## src/rtl/se.sv

```systemverilog
// Immediate sign-extension unit: decodes the I/S/B/J immediate of an RV32I
// instruction, sign-extends it to 32 bits and registers the result.
module se (
    input  logic        clk,
    input  logic        rst,
    input  logic [31:0] instr,
    input  logic [1:0]  src,
    output logic [31:0] immExt
);

    typedef enum logic [1:0] {
        FMT_I = 2'b00,
        FMT_S = 2'b01,
        FMT_B = 2'b10,
        FMT_J = 2'b11
    } immFormat_t;

    logic [31:0] w_immDecoded;
    logic [31:0] r_immExt;
    logic        w_signBit;

    assign w_signBit = instr[31];

    // B and J immediates encode halfword offsets, so bit 0 is always zero.
    always_comb begin
        w_immDecoded = 32'h0000_0000;
        case (immFormat_t'(src))
            FMT_I: w_immDecoded = {{20{w_signBit}}, instr[31:20]};
            FMT_S: w_immDecoded = {{20{w_signBit}}, instr[31:25], instr[11:7]};
            FMT_B: w_immDecoded = {{19{w_signBit}}, instr[31], instr[7],
                                   instr[30:25], instr[11:8], 1'b0};
            FMT_J: w_immDecoded = {{11{w_signBit}}, instr[31], instr[19:12],
                                   instr[20], instr[30:21], 1'b0};
        endcase
    end

    always_ff @(posedge clk) begin
        if (rst) begin
            r_immExt <= 32'h0000_0000;
        end else begin
            r_immExt <= w_immDecoded;
        end
    end

    assign immExt = r_immExt;

endmodule

```

## config.mk

```make
export PLATFORM = sky130hd
export DESIGN_NAME = se
export DESIGN_NICKNAME = d
export VERILOG_FILES = /design/src/rtl/se.sv
export SDC_FILE = /design/constraint.sdc
export NUM_CORES = 1
export LEC_CHECK = 0
export CAP_MARGIN = 20
export CORE_ASPECT_RATIO = 0.7
export CORE_UTILIZATION = 31
export DETAILED_ROUTE_END_ITERATION = 16
export PLACE_DENSITY = 0.81
export SYNTH_ARGS = -nofsm -noshare
export SYNTH_HDL_FRONTEND = slang
export SYNTH_SLANG_ARGS = --single-unit
```

## constraint.sdc

```tcl
create_clock -name clk -period 1 [get_ports clk]
set_input_delay 0.15 -clock clk [delete_from_list [all_inputs] [get_ports clk]]
set_output_delay 0.15 -clock clk [all_outputs]
set_load 0.01 [all_outputs]
```

==> flow_metrics.tcl, run 1 <==
set metrics [dict create \
    cts.path.max_buffers 2 \
    outcome "finished, final reports clean" \
    setup-violations-final 0 \
    cts_tree "done" \
    place_inst 165 \
    area_growth_pct 71.9 \
    holdCritStartpoint "instr[28]" \
    cts_buffers 3 \
    drtIter0Drc 7 \
    start_util 0.329 \
    rsz0062_at_grt "true" \
    min_path_type "input port to flop" \
    synthCells 79 \
    core_area_um2 2480 \
    avgViaCountPerCell 4.26 \
    synth_fp_nets 115 \
    fin_crit_ps 981 \
    min_path_cells 2 \
    die_h_um 44.9 \
    via_count 720 \
    drv_slew 0 \
    portBuffers 60 \
    syn_area_um2 816 \
    largest_reg_flops 21 \
    powerDensity_nw_per_um2 1310 \
    fp.dieW_um 63.3 \
    finalWeightedCongestion 0.647 \
    grt_max_degree 13 \
    post-dp-hpwl_mm 1.45 \
    ir_worst_vdd_mv 0.944 \
    finalNonFillerCells 169 \
    ctsHtreeMaxLevel 1 \
    final_layout_size_suffix_gt1_frac 0.215 \
    final_antenna_net_count 0 \
    grt_usage 0.121 \
    yosysWarnings 0 \
    maxCapViolCount 0 \
    wl_per_cell_um 10.5 \
    diodes 0 \
    first_pass_iters 2 \
    drt-total-wl_mm 1.78 \
    avgSynthCellArea_um2 10.3 \
    setup_tns_ps 0 \
    finalHoldViolCount 0 \
    fmax_mhz 1020 \
    crit_required_ps 850 \
    worst-slew-pin-transition_ps 325 \
    p_leak_uw 0.000638 \
    path_clk_slew_ps 70 \
    ys_ff_latch 21 \
    timing.final.crit_share 0.981 \
    relSlewSlack 0.783 \
    arrival_ps 830 \
    path_max_fanout 12 \
    antenna_found_initial 0 \
    grt_pass1_vias 572 \
    grt_pass1_wl_mm 2.50 \
    start_kind "flop" \
    overflow 0 \
    min_to "immExt[8]$_SDFF_PP0_" \
    synthDistinctLibCells 14 \
    cts-root-buf "clkbuf_8" \
    drc 0 \
    layout.nets 172 \
    ys_seq_area_frac 0.515 \
    clock_sinks 21 \
    io_pins 68 \
    cts_setup_buffers 0 \
    setup.worst_path.end_class "output port" \
    rows 15 \
    die_area_um2 2840 \
    path_class "flop to output port" \
]
[Yosys cell counts]
cell / n / share of area
dfxtp_1: 21 / 0.52
buf_2: 4 / 0.025
mux2i_1: 6 / 0.074
buf_4: 11 / 0.10
nor3_1: 1 / 0.0061
nor2_1: 1 / 0.0046
nand2b_1: 8 / 0.061
nor2b_1: 7 / 0.054
xnor2_2: 1 / 0.020
a211oi_2: 1 / 0.015
a21oi_1: 8 / 0.049
a21bo_2: 1 / 0.012
buf_6: 1 / 0.014
nand3_1: 8 / 0.049
[metal layers]
layer | wire length (um) | track usage | up-vias
li1 | - | - | 359
met1 | 693 | 0.128 | 321
met2 | 869 | 0.213 | 38
met3 | 195 | 0.0657 | 2
met4 | 21 | 0.0409 | 0
met5 | 0 | 0 | -
[what timing repair did]
| item | CTS | global route |
|---|---|---|
| endpoints found under the setup margin | 45 | 21 |
| hold buffers | 0 | 0 |
| resized for setup | 74 | 10 |
| pin swaps | 1 | 0 |
[through the flow]
step                setup WS, ps  total power (uW)  hold slack (ps)   util  area [um^2]
floorplan                    151              1110              278      -          816
global placement            -312              1380              707  0.577         1430
detailed placement          -350              1390              711  0.577         1430
CTS                         2.85              1870              438  0.566         1400
global route               -9.17              1920              442  0.566         1400
finish                      18.6              1830              444  0.566         1400
[final cells by class]
class | instances | area, um^2
clock buffers | 4 | 45.0
well taps | 34 | 42.5
multi-input cells | 42 | 293
repair buffers | 68 | 601
fillers | 248 | 1070
flip-flops and latches | 21 | 422
[critical path, stage by stage (launching register included)]
cell and delay (ps):
dfxtp_2 330, buf_12 120, buf_2 130
[where the power goes]
| group | switching, uW | total [uW] | leakage, uW | internal, uW |
|---|---|---|---|---|
| Clock | 238 | 521 | 0.0000228 | 283 |
| Combinational | 157 | 402 | 0.000441 | 245 |
| Sequential | 14.4 | 907 | 0.000175 | 893 |
[how the worst max path moves through the flow]
stage / endpoint / start / slack (ps) / depth (start not counted)
floorplan: immExt[21] / immExt[30]$_SDFF_PP0_ / 150 / 1
global placement: immExt[14]$_SDFF_PP0_ / src[0] / -310 / 4
detailed placement: immExt[1]$_SDFF_PP0_ / src[1] / -350 / 3
CTS: immExt[7] / immExt[7]$_SDFF_PP0_ / 3 / 1
global route: immExt[21] / immExt[30]$_SDFF_PP0_ / -9 / 2
finish: immExt[22] / immExt[30]$_SDFF_PP0_ / 20 / 2
[placed cells by master (no fill, tap or decap), types with 2 or more instances in the layout]
master | netlist | final
a21oi_1 | 8 | 8
clkbuf_2 | 0 | 2
mux2i_1 | 6 | 6
buf_4 | 11 | 6
clkdlybuf4s50_1 | 0 | 26
nand2b_1 | 8 | 8
dfxtp_1 | 21 | 20
nor2b_1 | 7 | 7
nand3_1 | 8 | 8
clkdlybuf4s15_1 | 0 | 8
buf_12 | 0 | 2
buf_2 | 4 | 12
dlygate4sd2_1 | 0 | 12
clkbuf_8 | 0 | 3
[logic make-up (layout without fill, tap and decap cells)]
logic type      after synthesis  count (layout)  share of synthesized area
simple gates                 25              25                      0.175
compound gates               10              10                     0.0767
xor+xnor                      1               1                     0.0199
buf+inv                      16              72                      0.140
flops                        21              21                      0.515
mux                           6               6                     0.0736
(Power assumes the default switching activity.)
==> run 2, diff against run 1 <==
--- a/config.mk
+++ b/config.mk
@@ -5,7 +5,7 @@
 export SDC_FILE = /design/constraint.sdc
 export NUM_CORES = 1
 export LEC_CHECK = 0
-export CAP_MARGIN = 20
+export CAP_MARGIN = 15
 export CORE_ASPECT_RATIO = 0.7
 export CORE_UTILIZATION = 31
 export DETAILED_ROUTE_END_ITERATION = 16
==> results of run 2 <==
No change in the layout: final DEF, timing and power equal those of run 1.
==> run 3, diff against run 2 <==
--- a/config.mk
+++ b/config.mk
@@ -5,7 +5,7 @@
 export SDC_FILE = /design/constraint.sdc
 export NUM_CORES = 1
 export LEC_CHECK = 0
-export CAP_MARGIN = 15
+export CAP_MARGIN = 10
 export CORE_ASPECT_RATIO = 0.7
 export CORE_UTILIZATION = 31
 export DETAILED_ROUTE_END_ITERATION = 16
==> results of run 3 <==
No change in the layout: final DEF, timing and power equal those of run 1.
